<file path="src/rtl/stack_pkg.sv">
// stack_pkg: command, fault and state encodings shared by the operand stack
package stack_pkg;
    typedef enum logic [2:0] {
        CMD_NOP   = 3'b000,
        CMD_PUSH  = 3'b001,
        CMD_DROP  = 3'b010,
        CMD_DUP   = 3'b011,
        CMD_SWAP  = 3'b100,
        CMD_BINOP = 3'b101
    } cmd_e;
    typedef enum logic [1:0] {
        F_ILLEGAL   = 2'b00,
        F_UNDERFLOW = 2'b01,
        F_OVERFLOW  = 2'b10,
        F_DIVZERO   = 2'b11
    } fault_e;
    typedef enum logic [1:0] {
        IDLE  = 2'b00,
        EXEC  = 2'b01,
        FAULT = 2'b10
    } state_e;
    localparam logic [2:0] OP_DIV = 3'b011;
    localparam logic [2:0] OP_MOD = 3'b100;
endpackage

</file>
<file path="src/rtl/operand_stack_if.sv">
// operand_stack_if: decoder command handshake, ALU operand/result bus and status
interface operand_stack_if #(
    parameter int CELL_SIZE = 16,
    parameter int DEPTH = 16
);
    logic                         cmd_valid;
    logic                         cmd_ready;
    logic [2:0]                   cmd;
    logic [2:0]                   cmd_op;
    logic [CELL_SIZE-1:0]         cmd_data;
    logic [2:0]                   alu_op;
    logic [CELL_SIZE-1:0]         alu_lhs;
    logic [CELL_SIZE-1:0]         alu_rhs;
    logic [CELL_SIZE-1:0]         alu_result;
    logic [CELL_SIZE-1:0]         tos;
    logic [$clog2(DEPTH+1)-1:0]   depth;
    logic                         fault;
    logic [1:0]                   fault_code;
    logic                         fault_clear;
    modport slave (
        input  cmd_valid, cmd, cmd_op, cmd_data, alu_result, fault_clear,
        output cmd_ready, alu_op, alu_lhs, alu_rhs, tos, depth, fault, fault_code
    );
    modport master (
        output cmd_valid, cmd, cmd_op, cmd_data, alu_result, fault_clear,
        input  cmd_ready, alu_op, alu_lhs, alu_rhs, tos, depth, fault, fault_code
    );
endinterface

</file>
<file path="src/rtl/stack_mem.sv">
// stack_mem: cell array with TOS/NOS async reads and two write ports for SWAP
module stack_mem #(
    parameter int CELL_SIZE = 16,
    parameter int DEPTH = 16
) (
    input  logic                         clk,
    input  logic                         we0,
    input  logic [$clog2(DEPTH)-1:0]     wa0,
    input  logic [CELL_SIZE-1:0]         wd0,
    input  logic                         we1,
    input  logic [$clog2(DEPTH)-1:0]     wa1,
    input  logic [CELL_SIZE-1:0]         wd1,
    input  logic [$clog2(DEPTH)-1:0]     ra0,
    input  logic [$clog2(DEPTH)-1:0]     ra1,
    output logic [CELL_SIZE-1:0]         rd0,
    output logic [CELL_SIZE-1:0]         rd1
);
    logic [CELL_SIZE-1:0] mem_q [DEPTH];
    always_ff @(posedge clk) begin
        if (we0) mem_q[wa0] <= wd0;
        if (we1) mem_q[wa1] <= wd1;
    end
    assign rd0 = mem_q[ra0];
    assign rd1 = mem_q[ra1];
endmodule

</file>
<file path="src/rtl/operand_stack.sv">
// operand_stack: LIFO operand stack feeding the ALU, with sticky fault handling
module operand_stack
    import stack_pkg::*;
#(
    parameter int CELL_SIZE = 16,
    parameter int DEPTH = 16
) (
    input logic clk,
    input logic rst,
    operand_stack_if.slave bus
);
    localparam int AW = $clog2(DEPTH);
    localparam int DW = $clog2(DEPTH + 1);
    localparam logic [DW-1:0] ONE = DW'(1);
    localparam logic [DW-1:0] TWO = DW'(2);
    localparam logic [DW-1:0] FULL = DW'(DEPTH);
    localparam logic [1:0] S_IDLE = IDLE;
    localparam logic [1:0] S_EXEC = EXEC;
    localparam logic [1:0] S_FAULT = FAULT;
    logic [1:0]           state_q, state_d;
    logic [DW-1:0]        depth_q, depth_d;
    logic [2:0]           alu_op_q, alu_op_d;
    logic [CELL_SIZE-1:0] lhs_q, lhs_d, rhs_q, rhs_d;
    logic [1:0]           fault_code_q, fault_code_d;
    logic [CELL_SIZE-1:0] tos_rd, nos_rd, wd0, wd1;
    logic [AW-1:0]        tos_addr, nos_addr, push_addr, wa0;
    logic                 we0, we1, exec;
    logic                 accept, ok, err, under, over, divz, illegal;
    logic                 is_push, is_drop, is_dup, is_swap, is_binop;
    logic [1:0]           err_code;
    stack_mem #(.CELL_SIZE(CELL_SIZE), .DEPTH(DEPTH)) u_mem (
        .clk(clk),
        .we0(we0), .wa0(wa0), .wd0(wd0),
        .we1(we1), .wa1(nos_addr), .wd1(wd1),
        .ra0(tos_addr), .ra1(nos_addr),
        .rd0(tos_rd), .rd1(nos_rd)
    );
    always_comb begin
        tos_addr  = AW'(depth_q - ONE);
        nos_addr  = AW'(depth_q - TWO);
        push_addr = AW'(depth_q);
        exec      = state_q == S_EXEC;
        accept    = state_q == S_IDLE && bus.cmd_valid;
        is_push   = bus.cmd == CMD_PUSH;
        is_drop   = bus.cmd == CMD_DROP;
        is_dup    = bus.cmd == CMD_DUP;
        is_swap   = bus.cmd == CMD_SWAP;
        is_binop  = bus.cmd == CMD_BINOP;
        illegal   = bus.cmd[2:1] == 2'b11;
        under     = ((is_drop || is_dup) && depth_q == '0) || ((is_swap || is_binop) && depth_q < TWO);
        over      = (is_push || is_dup) && depth_q == FULL;
        divz      = is_binop && (bus.cmd_op == OP_DIV || bus.cmd_op == OP_MOD) && tos_rd == '0;
        err       = illegal || under || over || divz;
        err_code  = illegal ? F_ILLEGAL : under ? F_UNDERFLOW : over ? F_OVERFLOW : F_DIVZERO;
        ok        = accept && !err;
        state_d   = exec ? S_IDLE
                  : state_q == S_FAULT ? (bus.fault_clear ? S_IDLE : S_FAULT)
                  : accept && err ? S_FAULT
                  : ok && is_binop ? S_EXEC : S_IDLE;
        depth_d   = exec ? depth_q - ONE
                  : !ok ? depth_q
                  : (is_push || is_dup) ? depth_q + ONE
                  : is_drop ? depth_q - ONE : depth_q;
        fault_code_d = accept && err ? err_code : fault_code_q;
        alu_op_d  = ok && is_binop ? bus.cmd_op : alu_op_q;
        lhs_d     = ok && is_binop ? nos_rd : lhs_q;
        rhs_d     = ok && is_binop ? tos_rd : rhs_q;
        // reset during EXEC must not let the pending result reach the array
        we0       = !rst && (exec || (ok && (is_push || is_dup || is_swap)));
        wa0       = exec ? nos_addr : is_swap ? tos_addr : push_addr;
        wd0       = exec ? bus.alu_result : is_swap ? nos_rd : is_push ? bus.cmd_data : tos_rd;
        we1       = !rst && ok && is_swap;
        wd1       = tos_rd;
    end
    always_ff @(posedge clk) begin
        if (rst) begin
            state_q      <= S_IDLE;
            depth_q      <= '0;
            alu_op_q     <= '0;
            lhs_q        <= '0;
            rhs_q        <= '0;
            fault_code_q <= '0;
        end else begin
            state_q      <= state_d;
            depth_q      <= depth_d;
            alu_op_q     <= alu_op_d;
            lhs_q        <= lhs_d;
            rhs_q        <= rhs_d;
            fault_code_q <= fault_code_d;
        end
    end
    assign bus.cmd_ready  = state_q == S_IDLE;
    assign bus.alu_op     = alu_op_q;
    assign bus.alu_lhs    = lhs_q;
    assign bus.alu_rhs    = rhs_q;
    assign bus.tos        = depth_q == '0 ? '0 : tos_rd;
    assign bus.depth      = depth_q;
    assign bus.fault      = state_q == S_FAULT;
    assign bus.fault_code = fault_code_q;
endmodule
</file>
<file path="src/flat_wrapper.sv">
// flat-port wrapper written by rule: the top's interface ports become plain ports
module operand_stack_flat import stack_pkg::*;
#(
    parameter int CELL_SIZE = 16,
    parameter int DEPTH = 16
)
  (clk, rst, bus_cmd_valid, bus_cmd, bus_cmd_op, bus_cmd_data, bus_alu_result, bus_fault_clear, bus_cmd_ready, bus_alu_op, bus_alu_lhs, bus_alu_rhs, bus_tos, bus_depth, bus_fault, bus_fault_code);
  operand_stack_if #(.CELL_SIZE(CELL_SIZE), .DEPTH(DEPTH)) bus_i ();
  input logic clk;
  input logic rst;
  input wire logic [$bits(bus_i.cmd_valid)-1:0] bus_cmd_valid;
  input wire logic [$bits(bus_i.cmd)-1:0] bus_cmd;
  input wire logic [$bits(bus_i.cmd_op)-1:0] bus_cmd_op;
  input wire logic [$bits(bus_i.cmd_data)-1:0] bus_cmd_data;
  input wire logic [$bits(bus_i.alu_result)-1:0] bus_alu_result;
  input wire logic [$bits(bus_i.fault_clear)-1:0] bus_fault_clear;
  output wire logic [$bits(bus_i.cmd_ready)-1:0] bus_cmd_ready;
  output wire logic [$bits(bus_i.alu_op)-1:0] bus_alu_op;
  output wire logic [$bits(bus_i.alu_lhs)-1:0] bus_alu_lhs;
  output wire logic [$bits(bus_i.alu_rhs)-1:0] bus_alu_rhs;
  output wire logic [$bits(bus_i.tos)-1:0] bus_tos;
  output wire logic [$bits(bus_i.depth)-1:0] bus_depth;
  output wire logic [$bits(bus_i.fault)-1:0] bus_fault;
  output wire logic [$bits(bus_i.fault_code)-1:0] bus_fault_code;
  assign bus_i.cmd_valid = bus_cmd_valid;
  assign bus_i.cmd = bus_cmd;
  assign bus_i.cmd_op = bus_cmd_op;
  assign bus_i.cmd_data = bus_cmd_data;
  assign bus_i.alu_result = bus_alu_result;
  assign bus_i.fault_clear = bus_fault_clear;
  assign bus_cmd_ready = bus_i.cmd_ready;
  assign bus_alu_op = bus_i.alu_op;
  assign bus_alu_lhs = bus_i.alu_lhs;
  assign bus_alu_rhs = bus_i.alu_rhs;
  assign bus_tos = bus_i.tos;
  assign bus_depth = bus_i.depth;
  assign bus_fault = bus_i.fault;
  assign bus_fault_code = bus_i.fault_code;
  operand_stack #(.CELL_SIZE(CELL_SIZE), .DEPTH(DEPTH)) u_core (.clk(clk), .rst(rst), .bus(bus_i));
endmodule
</file>
<file path="config.mk">
export PLATFORM = sky130hd
export DESIGN_NAME = operand_stack_flat
export DESIGN_NICKNAME = d
export VERILOG_FILES = /design/src/rtl/stack_pkg.sv /design/src/rtl/operand_stack_if.sv /design/src/rtl/stack_mem.sv /design/src/rtl/operand_stack.sv /design/src/flat_wrapper.sv
export SDC_FILE = /design/constraint.sdc
export NUM_CORES = 1
export LEC_CHECK = 0
export BUFFER_PORTS_ARGS = -buffer_cell sky130_fd_sc_hd__clkbuf_2
export CAP_MARGIN = 20
export CORE_MARGIN = 2
export CORE_UTILIZATION = 30
export DETAILED_ROUTE_END_ITERATION = 10
export PLACE_DENSITY_LB_ADDON = 0.2
export SYNTH_ARGS = -nofsm -noshare
export SYNTH_HDL_FRONTEND = slang
export SYNTH_HIERARCHICAL = 1
export SYNTH_SLANG_ARGS = --single-unit
</file>
<file path="constraint.sdc">
create_clock -name clk -period 5.4 [get_ports clk]
set_clock_uncertainty 0.2 [all_clocks]
set_input_delay 0.27 -clock clk [delete_from_list [all_inputs] [get_ports clk]]
set_output_delay 0.27 -clock clk [all_outputs]
set_load 0.01 [all_outputs]
</file>
# Word level (Yosys, flattened, before mapping)
# Memories as Yosys holds them, arrays and structs flattened.
# Cells that the tools add are included.
# word_totals
regBits	44
input_bits	42
out_inout_bits	60
mem_bits_rw	256
memories	1
word_cells	75
# classes
n_eq_ne	11
reduce_logical	32
n_addsub	3
muxes	21
n_lt_le_gt_ge	1
# memory_table
memory	depth	word_bits	rd	rd_ports_with_merged_regs	wr	line_no	source
u_core.u_mem.mem_q	16	16	2	0	2	stack_mem.sv:18	logic [CELL_SIZE-1:0] mem_q [DEPTH];
# op_table
operator	count
2-to-1 mux 16 bit	4
2-to-1 mux 5 bit	4
logical NOT 16 bit	1
logical AND 1 bit	13
logical OR 1 bit	10
2-to-1 mux 2 bit	5
equality test 3 x 2 -> 1 bit, second input constant	3
equality test 3 bit, second input constant	3
2-to-1 mux 4 bit	2
2-to-1 mux 1 bit	6
adder 5 x 1 -> 5 bit, second input constant	1
equality test 5 bit, second input constant	1
logical NOT 5 bit	1
< comparator 5 x 2 -> 1 bit, second input constant	1
subtractor 5 x 1 -> 5 bit, second input constant	1
equality test 2 bit, second input constant	2
subtractor 4 x 2 -> 4 bit, second input constant	1
equality test 3 x 1 -> 1 bit, second input constant	1
nonzero test 3 bit	1
equality test 2 x 1 -> 1 bit, second input constant	1
logical NOT 1 bit	2
logical NOT 2 bit	1
AND reduction 2 bit	1
nonzero test 2 bit	1
OR reduction 2 bit	1

# Logic depth before layout (Yosys ltp)
# Gate-level depths: netlist of the first run.
# depth
word_depth	14
ltp_mapped	19
ltp_nobuf	15

# Modules after synthesis
# Netlist of the first run, hierarchy kept.
# modules_own_cells
mod	cells_each	area_each_um2	seq_area_each_um2	n_inst
stack_mem	890	15014.4	7687.4	1
operand_stack	394	2896.5	880.8	1

# Worst setup path after synthesis of the first run
# No wires, ideal clock.
# synth_path
kind	reg2reg
startpoint	register u_core.depth_q[0] (netlist: u_core/bus.depth[0])
endpoint	memory u_core.u_mem.mem_q[12][0], enable pin
setup_time_ps	465
period_less_slack_ps	5577
required_ps	4735
n_path_buf	4
arrival_time_ps	4912
stages_incl_launch_ff	19
setup_slack_ps	-177
cell_sequence	dfxtp_1 -> inv_1 -> ha_1 -> inv_1 -> clkbuf_1 -> clkbuf_1 -> mux4_2 -> a22oi_1 -> nand2_1 -> or4_1 -> or3_4 -> o21ai_2 -> or4_1 -> nor2_1 -> nand3_2 -> nand2b_1 -> buf_2 -> buf_2 -> o21ai_0
# synth_lines
item	line_no	source
from (decl)	operand_stack.sv:21	logic [DW-1:0] depth_q, depth_d;
from (signal assigned)	operand_stack.sv:85	depth_q <= depth_d;
to (decl)	stack_mem.sv:18	

==> results.cfg, run 1 <==
[status]
status = complete, no violations

[yosys]
synth_mux_area_frac = 0.348
synth_compound_area_frac = 0.0583
synthCells = 1284
syn_area_per_cell_um2 = 13.9
synth_area_um2 = 17900
synth_top_family_by_area = multiplexers
ys.flop_type = edfxtp_1
syn_nets = 1331
seq_area_frac_synth = 0.478
synth-seq-cells = 300
synth.area.top_cells = edfxtp_1, mux4_2, mux2_2, dfxtp_1, nand2_1
synth-adder-area-share = 0.00349
yosys_warnings = 6
synth_xor_area_frac = 0.00391
synth_largest_area_cell = edfxtp_1
yosys.area_share.simple = 0.0674
ys_types = 57
synthArstFlopShare = 0
synth_top_area_share = 0.429
synth_edf_count = 256

[min_path]
hp-class = input port to flip-flop

[worst_setup_path]
worst-setup-path-type = flip-flop to flip-flop
cp.required_ns = 5.49
worst_r2r_endpoint = u_core/u_mem/mem_q[3][9]
startpoint_type = flip-flop
crit_end = u_core/u_mem/mem_q[3][9]
crit_chain = clkinv_2 -> ha_1 -> xor2_1 -> nor2b_1 -> buf_12 -> a22oi_1 -> nand2_1 -> nor4_1 -> buf_4 -> o211ai_1 -> o21ai_2 -> or4_1 -> nor2_2 -> nor3b_2 -> nor2b_2 -> buf_12 -> mux2_2
slowest_delay_ns = 0.49
cp.arrival_ns = 5.20
r2r-start = u_core/bus.depth[1]
crit_slowest_cell = xor2_1
crit_path_frequent_cell = buf_12
r2r_cells = 17
crit_start = u_core/bus.depth[1]
cp_max_fo = 16
end_kind = flip-flop
ff2ff_setup_slack_ns = 0.29

[sta]
rsz0062_at_grt = no
hold_viol = 0
setup_viol = 0
drv_slew = 0
min_period_ns = 5.11
worst_pin_slew_ns = 0.854
relSlewSlack = 0.431
whs_ns = 0.119
fmax_ghz = 0.196
timing.setup.tns_ns = 0
finalCritPeriodShare = 0.946

[global_routing]
grt_start_max_net_pins = 63
grt_pass1_vias = 12202
top_usage_layer = met2
grt_use_met2 = 0.329
grtUsageTotal = 0.196
met1_usage = 0.260
grt_pass1_wl_mm = 86.6
grt-ovfl-total = 0
grtUsageMet3 = 0.0301
antenna_found_initial = 0

[cts]
htree_levels = 2
cts_buffer_depth = 3
clock_latency_ns = 0.55
path_clk_slew_ns = 0.06
cts_tree = done
cts_root_buffer = clkbuf_16
clock_sinks = 300
cts_made_buffers = 37

[power]
combPwrFrac = 0.357
intPower_mw = 5.36
seqPwrFrac = 0.346
ir_drop_uv = 196
p_switching_mw = 2.65
p_leak_nw = 7.34
p_clk_frac = 0.297
switching_share = 0.331
cellPowerDensity_nw_per_um2 = 378

[flow_run]
cap_violations = 0

[detailed_routing]
viasPerCell = 5.50
firstDrtPassIters = 5
wire_per_inst_um = 27.5
dr_total_vias = 12155
drc = 0
final_antenna_net_count = 0
wirelength_mm = 60.7
drtIter0Drc = 1083

[floorplan]
start_util = 0.303
die_area_um2 = 61700
die-height_um = 248
io_pins = 102
fp.coreArea_um2 = 59000
die_x_um = 248
rows = 89

[place]
gp_congestion = 0.819
port_buffers = 101
dp_hpwl_mm = 40.6

[finish]
drive_above_1_share = 0.478
area_growth_pct = 18.3
nets = 1457
fin_util = 0.359
diodes = 0
layout by cell type, fill, tap and decap left out, types with 3 or more instances in the layout:
cell,instances
o21ai_0,37
nor3_1,3
buf_12,27
clkinv_1,5
dfxtp_1,43
and2_1,6
dlygate4sd3_1,7
nor2b_1,24
xnor2_1,5
clkbuf_2,101
o22ai_2,9
a21oi_1,34
o21ai_2,6
clkinv_2,3
mux4_2,128
a22oi_1,65
edfxtp_1,256
a211oi_1,3
ha_1,5
nor2_1,16
clkbuf_16,38
clkbuf_1,12
nor4_1,5
buf_4,79
mux2_2,239
nor2_2,8
mux2i_1,37
or4_1,4
clkbuf_8,5
nand3b_1,3
mux2_4,18
nand2_1,141
nand2b_1,10
metrics by stage:
stage,power (mW),setup slack [ns],cells,instance area (µm²)
global route,8.35,0.0641,2208,21200
detailed placement,5.64,0.0146,2136,20000
CTS,8.05,0.00204,2207,21200
finish,8.02,0.291,2208,21200
floorplan,4.61,0.0653,1284,17900
global placement,5.61,0.148,2135,19900
worst max-delay path, delay by kind of cell, from the launching register on:
family	cells	cell delay, ns
and+or+nand+nor	7	2.16
muxes	1	0.33
buffers and inverters	4	0.65
adders and majority gates	1	0.23
DFF	1	0.36
AOI/OAI and AO/OA	3	0.39
xor gates and xnor gates	1	0.49
registers in the layout, indices dropped and copies added, names as in the netlist:
| register | cells |
|---|---|
| u_core/bus.alu_op | 3 |
| u_core/state_q | 2 |
| u_core/bus.alu_rhs | 16 |
| u_core/u_mem/mem_q | 256 |
| u_core/bus.depth | 5 |
| u_core/bus.alu_lhs | 16 |
| u_core/bus.fault_code | 2 |
worst min-delay path by stage:
stage                                     start                    end  slack [ns]  cells past startpoint
after detailed placement  u_core/bus.alu_lhs[6]  u_core/bus.alu_lhs[6]        0.25                      2
after global placement    u_core/bus.alu_rhs[4]  u_core/bus.alu_rhs[4]        0.24                      2
after CTS                            bus_cmd[0]      u_core/state_q[0]        0.09                      3
after floorplan                   bus_cmd_op[0]   u_core/bus.alu_op[0]        0.21                      2
after global routing                 bus_cmd[0]      u_core/state_q[0]        0.16                      3
final                                bus_cmd[0]      u_core/state_q[0]        0.12                      3
cell usage after synthesis, types with 7 or more instances:
library cell and count:
nand2b_1 10, a21oi_1 34, nor2_2 9, buf_2 29
clkbuf_1 68, o22ai_1 10, dlygate4sd1_1 9, mux2_2 239
nand2_1 141, buf_6 7, buf_1 8, o21ai_0 44
edfxtp_1 256, a22oi_1 65, mux2i_1 37, dfxtp_1 44
mux4_2 128, nor2_1 17, nor2b_1 26, mux2_4 18
power by group through the flow:
stage	clock network [mW]	logic, mW	registers [mW]
CTS	2.45	2.84	2.77
finish	2.38	2.86	2.77
detailed placement	0	2.82	2.82
floorplan	0	1.79	2.82
global placement	0	2.79	2.82
global route	2.52	3.06	2.77
cell type report:
class / count / area (µm²)
tap: 773 / 967
clock buffer: 54 / 1050
fill: 5731 / 37800
multi-input combinational: 849 / 8750
timing repair buffer: 216 / 1750
clock inverter: 10 / 72.6
sequential: 300 / 8570
inverter: 6 / 26.3
cell families (layout without fill, tap and decap cells):
group	Yosys count	count (layout)
compound gates	166	166
xor+xnor	8	8
fa+ha+maj	5	5
buf+inv	135	286
flops	300	300
mux	424	424
simple gates	246	246
what timing repair did:
action                                  CTS  global route
setup buffers                             0             0
endpoints found under the setup margin    0           133
hold endpoints to repair                  9             0
hold buffers                              7             0
resized for setup                         0             5
routing by layer:
layer / share of wire / vias to the layer above
li1: - / 5301
met1: 0.43 / 6350
met2: 0.49 / 419
met3: 0.059 / 85
met4: 0.025 / 0
met5: 0 / -
(Power assumes the default switching activity.)
==> run 2, diff against run 1 <==
--- a/config.mk
+++ b/config.mk
@@ -7,7 +7,7 @@
 export LEC_CHECK = 0
 export BUFFER_PORTS_ARGS = -buffer_cell sky130_fd_sc_hd__clkbuf_2
 export CAP_MARGIN = 20
-export CORE_MARGIN = 2
+export CORE_MARGIN = 4
 export CORE_UTILIZATION = 30
 export DETAILED_ROUTE_END_ITERATION = 10
 export PLACE_DENSITY_LB_ADDON = 0.2
==> run 2 against run 1 <==
Effect of this change:
- critical path depth rose by 1
- register-to-register slack got worse by 0.09 ns
- global-route usage fell by 1.5 points
- die area rose by 3.2%
- critical endpoint is now u_core/u_mem/mem_q[8][4]
- highest routed layer unchanged
==> results.cfg, run 2 (same netlist as run 1, synthesis figures left out) <==
[status]
status = complete, no violations

[finish]
final_cells = 2201
top_register = u_core/u_mem/mem_q
drive_above_1_share = 0.477
final_cell_mix = edfxtp_1, mux2_2, nand2_1
nets = 1448
area_growth_pct = 17.5
final_common_cell = edfxtp_1
largest_reg_flops = 256

[worst_setup_path]
cp.required_ns = 5.49
r2r-start = u_core/bus.depth[1]
worst_r2r_endpoint = u_core/u_mem/mem_q[8][4]
crit_slowest_cell = or4_1
r2r_cells = 18
cp_max_fo = 22
crit_start = u_core/bus.depth[1]
slowest_delay_ns = 0.51
end_kind = flip-flop
cp.arrival_ns = 5.29
worst-setup-path-type = flip-flop to flip-flop
ff2ff_setup_slack_ns = 0.20
crit_chain = clkinv_2 -> ha_1 -> inv_2 -> buf_12 -> buf_4 -> mux4_2 -> a22oi_1 -> nand2_1 -> or4_1 -> or3_4 -> o21ai_2 -> or4_1 -> nor2_1 -> buf_4 -> nand3b_4 -> or3_1 -> buf_12 -> mux2_2
startpoint_type = flip-flop

[global_routing]
grt_pass1_wl_mm = 85.6
antenna_found_initial = 0
grtUsageTotal = 0.180
grt_pass1_vias = 12067
grt-ovfl-total = 0
grt_start_max_net_pins = 72

[sta]
drv_slew = 0
hold_viol = 0
relSlewSlack = 0.233
fmax_ghz = 0.192
min_period_ns = 5.20
setup_viol = 0
worst_pin_slew_ns = 1.15
timing.setup.tns_ns = 0
finalCritPeriodShare = 0.964
rsz0062_at_grt = no

[detailed_routing]
firstDrtPassIters = 6
final_antenna_net_count = 0
wirelength_mm = 58.7
wire_per_inst_um = 26.7
drtIter0Drc = 928
viasPerCell = 5.46
drc = 0
dr_total_vias = 12027

[cts]
cts_root_buffer = clkbuf_16
cts_made_buffers = 37
cts_tree = done
path_clk_slew_ns = 0.06
htree_levels = 2
clock_latency_ns = 0.55
cts_buffer_depth = 3
clock_sinks = 300

[power]
cellPowerDensity_nw_per_um2 = 387
ir_drop_uv = 211
p_leak_nw = 7.30

[floorplan]
die-height_um = 252
io_pins = 102
die_x_um = 252
fp.coreArea_um2 = 59000
start_util = 0.303
rows = 89
die_area_um2 = 63700

[place]
port_buffers = 101
place_inst = 2127
dp_hpwl_mm = 40.1
gp_congestion = 0.863

[min_path]
hold_depth = 3
hp-class = input port to flip-flop
hold_path_end = u_core/state_q[0]
min_from = bus_cmd[0]

[flow_run]
cap_violations = 0
==> run 2: cell types whose count changed in the layout (fill, tap and decap cells not counted), moves of 2 or more <==
| cell | delta |
|---|---|
| buf_12 | -16 |
| buf_16 | +2 |
| buf_4 | +4 |
| buf_8 | +2 |
| bufinv_16 | +4 |
| clkbuf_1 | -3 |
| clkinv_2 | +4 |
| nor2_4 | -2 |
==> run 2: final cells by class <==
| class | instances | area, µm² |
|---|---|---|
| inverters | 6 | 26.3 |
| fillers | 5753 | 38000 |
| diodes | 1 | 2.50 |
| repair buffers | 207 | 1530 |
| clock buffers | 50 | 1010 |
| multi-input cells | 849 | 8730 |
| well taps | 773 | 967 |
| flip-flops and latches | 300 | 8570 |
| clock inverters | 15 | 195 |
==> run 2: worst max-delay path: cells and delay by family (launching register included) <==
| family | cells | cell delay (ns) |
|---|---|---|
| buf+inv | 6 | 1.13 |
| flops | 1 | 0.34 |
| compound gates | 2 | 0.42 |
| simple gates | 7 | 1.85 |
| fa+ha+maj | 1 | 0.32 |
| mux | 2 | 0.64 |
==> run 2: worst max-delay path by stage <==
| stage | endpoint | slack (ns) | cells past startpoint |
|---|---|---|---|
| 2_1_floorplan | u_core/u_mem/mem_q[3][0] | 0.07 | 18 |
| 4_1_cts | u_core/u_mem/mem_q[2][7] | 0.19 | 18 |
| 3_5_place_dp | u_core/u_mem/mem_q[2][9] | 0.22 | 18 |
| 6_report | u_core/u_mem/mem_q[8][4] | 0.20 | 18 |
| 3_3_place_gp | u_core/u_mem/mem_q[2][7] | 0.24 | 18 |
| 5_1_grt | u_core/u_mem/mem_q[8][4] | 0.02 | 17 |
==> run 2: layer usage <==
layer / vias up / GRT usage / part of all wire
li1: 5289 / - / -
met5: - / 0 / 0
met4: 0 / 0.0413 / 0.019
met2: 417 / 0.295 / 0.47
met3: 60 / 0.0253 / 0.058
met1: 6261 / 0.256 / 0.45
==> run 2: what timing repair did <==
item,CTS,global route
endpoints found under the setup margin,0,12
gates resized for setup,0,1
hold buffers,7,0
endpoints found under the hold margin,9,0
buffers inserted,0,0
==> run 2: power by group <==
group | leakage (nW) | switching (mW) | internal (mW)
Clock | 0.596 | 0.995 | 1.55
Sequential | 2.67 | 0.0115 | 2.76
Combinational | 4.03 | 1.62 | 1.21
Total | 7.30 | 2.63 | 5.52
==> run 2: stage by stage <==
step	util	hold slack (ns)	power, mW	setup slack, ns	instance area (µm²)
finish	0.356	0.0996	8.15	0.197	21000
global route	0.356	0.114	8.52	0.0204	21000
CTS	0.356	0.0435	8.20	0.188	21000
detailed placement	0.335	0.250	5.62	0.218	19700
global placement	0.333	0.243	5.59	0.242	19600
floorplan	-	0.212	4.61	0.0653	17900
==> run 3, diff against run 2 <==
--- a/config.mk
+++ b/config.mk
@@ -5,11 +5,11 @@
 export SDC_FILE = /design/constraint.sdc
 export NUM_CORES = 1
 export LEC_CHECK = 0
-export BUFFER_PORTS_ARGS = -buffer_cell sky130_fd_sc_hd__clkbuf_2
 export CAP_MARGIN = 20
 export CORE_MARGIN = 4
 export CORE_UTILIZATION = 30
 export DETAILED_ROUTE_END_ITERATION = 10
+export DONT_BUFFER_PORTS = 1
 export PLACE_DENSITY_LB_ADDON = 0.2
 export SYNTH_ARGS = -nofsm -noshare
 export SYNTH_HDL_FRONTEND = slang
==> run 3 against run 2 <==
Effect of this change:
- worst setup slack lost 0.011 ns
- sequential share of layout area is 0.81 points higher
- die area did not move
- hold slack worse by 0.0066 ns
- routed wire length shrank 1.3%
- final cell count is 4.6% lower
- first-iteration DRC count up 9.7%
- largest power group unchanged
- critical endpoint is now u_core/u_mem/mem_q[4][4]
- critical path type unchanged
==> results.cfg, run 3 (same netlist as run 1, synthesis figures left out) <==
[floorplan]
start_util = 0.303
rows = 89
io_pins = 102
die_x_um = 252
die-height_um = 252
fp.coreArea_um2 = 59000
die_area_um2 = 63700

[worst_setup_path]
cp_top_family = simple AND/OR/NAND/NOR gates
cp.required_ns = 5.41
end_kind = flip-flop
crit_buf_inv = 5
startpoint_type = flip-flop
cp.arrival_ns = 5.23
r2r_cells = 18
slowest_delay_ns = 0.55
worst-path-stages = 18
crit_path_frequent_cell = buf_4
crit_chain = clkinv_2 -> ha_1 -> xor2_1 -> nor2b_1 -> buf_4 -> buf_4 -> a22oi_1 -> nand2_1 -> or4_1 -> or3_4 -> o21ai_2 -> or4_1 -> nor2_1 -> nand3b_4 -> or3_1 -> buf_12 -> o21ai_2 -> buf_4
cp_max_fo = 17
crit_slowest_cell = nor2_1
worst-setup-path-type = flip-flop to flip-flop

[detailed_routing]
final_antenna_net_count = 0
firstDrtPassIters = 6
drtIter0Drc = 1018
wire_per_inst_um = 27.6
wirelength_mm = 57.9
dr_total_vias = 11704
drc = 0
viasPerCell = 5.57

[finish]
area_growth_pct = 15.2
diodes = 0
largest_reg_flops = 256
multi_input_area_um2 = 8750
drive_above_1_share = 0.432
fin_util = 0.350
final_cell_mix = edfxtp_1, mux2_2, nand2_1
nets = 1345
regArea_um2 = 8570
final_common_cell = edfxtp_1
top_register = u_core/u_mem/mem_q
num-fill-cells = 5762

[place]
dp_hpwl_mm = 38.6
gp_congestion = 0.787
port_buffers = 0

[cts]
cts_root_buffer = clkbuf_16
path_clk_slew_ns = 0.05
cts_buffer_depth = 3
clock_sinks = 300
cts_tree = done
cts_made_buffers = 38
post-cts-setup-buffers = 0
clock_latency_ns = 0.56
htree_levels = 2

[global_routing]
grt_pass1_wl_mm = 83.9
antenna_found_initial = 1
grt-ovfl-total = 0
grt_pass1_vias = 11986
grtUsageTotal = 0.178
grt_start_max_net_pins = 72

[power]
p_total_mw = 8.17
ir_drop_uv = 233
p_leak_nw = 6.87
cellPowerDensity_nw_per_um2 = 396

[min_path]
hp-class = input port to flip-flop
hold_depth = 5

[sta]
worst_pin_slew_ns = 1.12
hold_viol = 0
timing.setup.tns_ns = 0
finalCritPeriodShare = 0.966
drv_slew = 0
rsz0062_at_grt = no
fmax_ghz = 0.192
relSlewSlack = 0.255
setup_viol = 0
min_period_ns = 5.21

[status]
status = complete, no violations

[flow_run]
cap_violations = 0
run 3: cell count changes in the layout (fill, tap and decap cells not counted), sizes merged:
cell / before / now
bufinv: 5 / 2
diode: 1 / 0
clkbuf: 151 / 58
buf: 99 / 91
clkinvlp: 0 / 1
inv: 5 / 7
clkinv: 11 / 7
dlygate4sd3: 7 / 12
run 3: final timing paths:
check | from | to | slack (ns)
max | u_core/bus.depth[1] | u_core/u_mem/mem_q[4][4] | 0.19
max reg2reg | u_core/bus.depth[1] | u_core/u_mem/mem_q[4][4] | 0.19
min reg2reg | u_core/bus.alu_op[2] | u_core/bus.alu_op[2] | 0.30
min | bus_cmd[0] | u_core/bus.depth[4] | 0.09
run 3: timing repair:
action                     4_1_cts  5_1_grt
gates resized for setup          0        5
setup endpoints to repair        0       80
hold endpoints to repair        12        0
hold buffers                    12        0
run 3: power breakdown:
group	switching, mW	internal (mW)	total (mW)	leakage [nW]
Sequential	0.0151	2.76	2.77	2.67
Clock	1.02	1.56	2.58	0.613
Combinational	1.64	1.17	2.81	3.59
Total	2.67	5.50	8.17	6.87
run 3: metrics by stage:
step	std cells	hold slack, ns	instance area, µm²	setup slack, ns
2_1_floorplan	1284	0.212	17900	0.0653
5_1_grt	2100	0.100	20600	0.0202
4_1_cts	2098	0.0605	20600	0.0230
6_report	2100	0.0930	20600	0.186
3_3_place_gp	2013	0.141	19100	0.129
3_5_place_dp	2017	0.143	19200	0.0418
run 3: cell type report:
| type | instances | area share |
|---|---|---|
| clock buffer | 58 | 0.0557 |
| clock inverter | 11 | 0.00534 |
| inverter | 6 | 0.00127 |
| multi-input combinational | 849 | 0.424 |
| sequential | 300 | 0.416 |
| tap | 773 | 0.0469 |
| timing repair buffer | 103 | 0.0511 |
run 3: layer usage:
metal | global-route usage | vias to the layer above | routed length, µm
met5 | 0 | - | 0
met4 | 0.0463 | 0 | 1300
met3 | 0.0310 | 79 | 3760
met2 | 0.293 | 428 | 27300
met1 | 0.243 | 6123 | 25600
li1 | - | 5074 | -
run 3: worst min-delay path: stages:
cell	delay, ns
nor2b_1	0.17
nand4_1	0.11
a22oi_1	0.07
xnor2_1	0.13
nor2_1	0.03
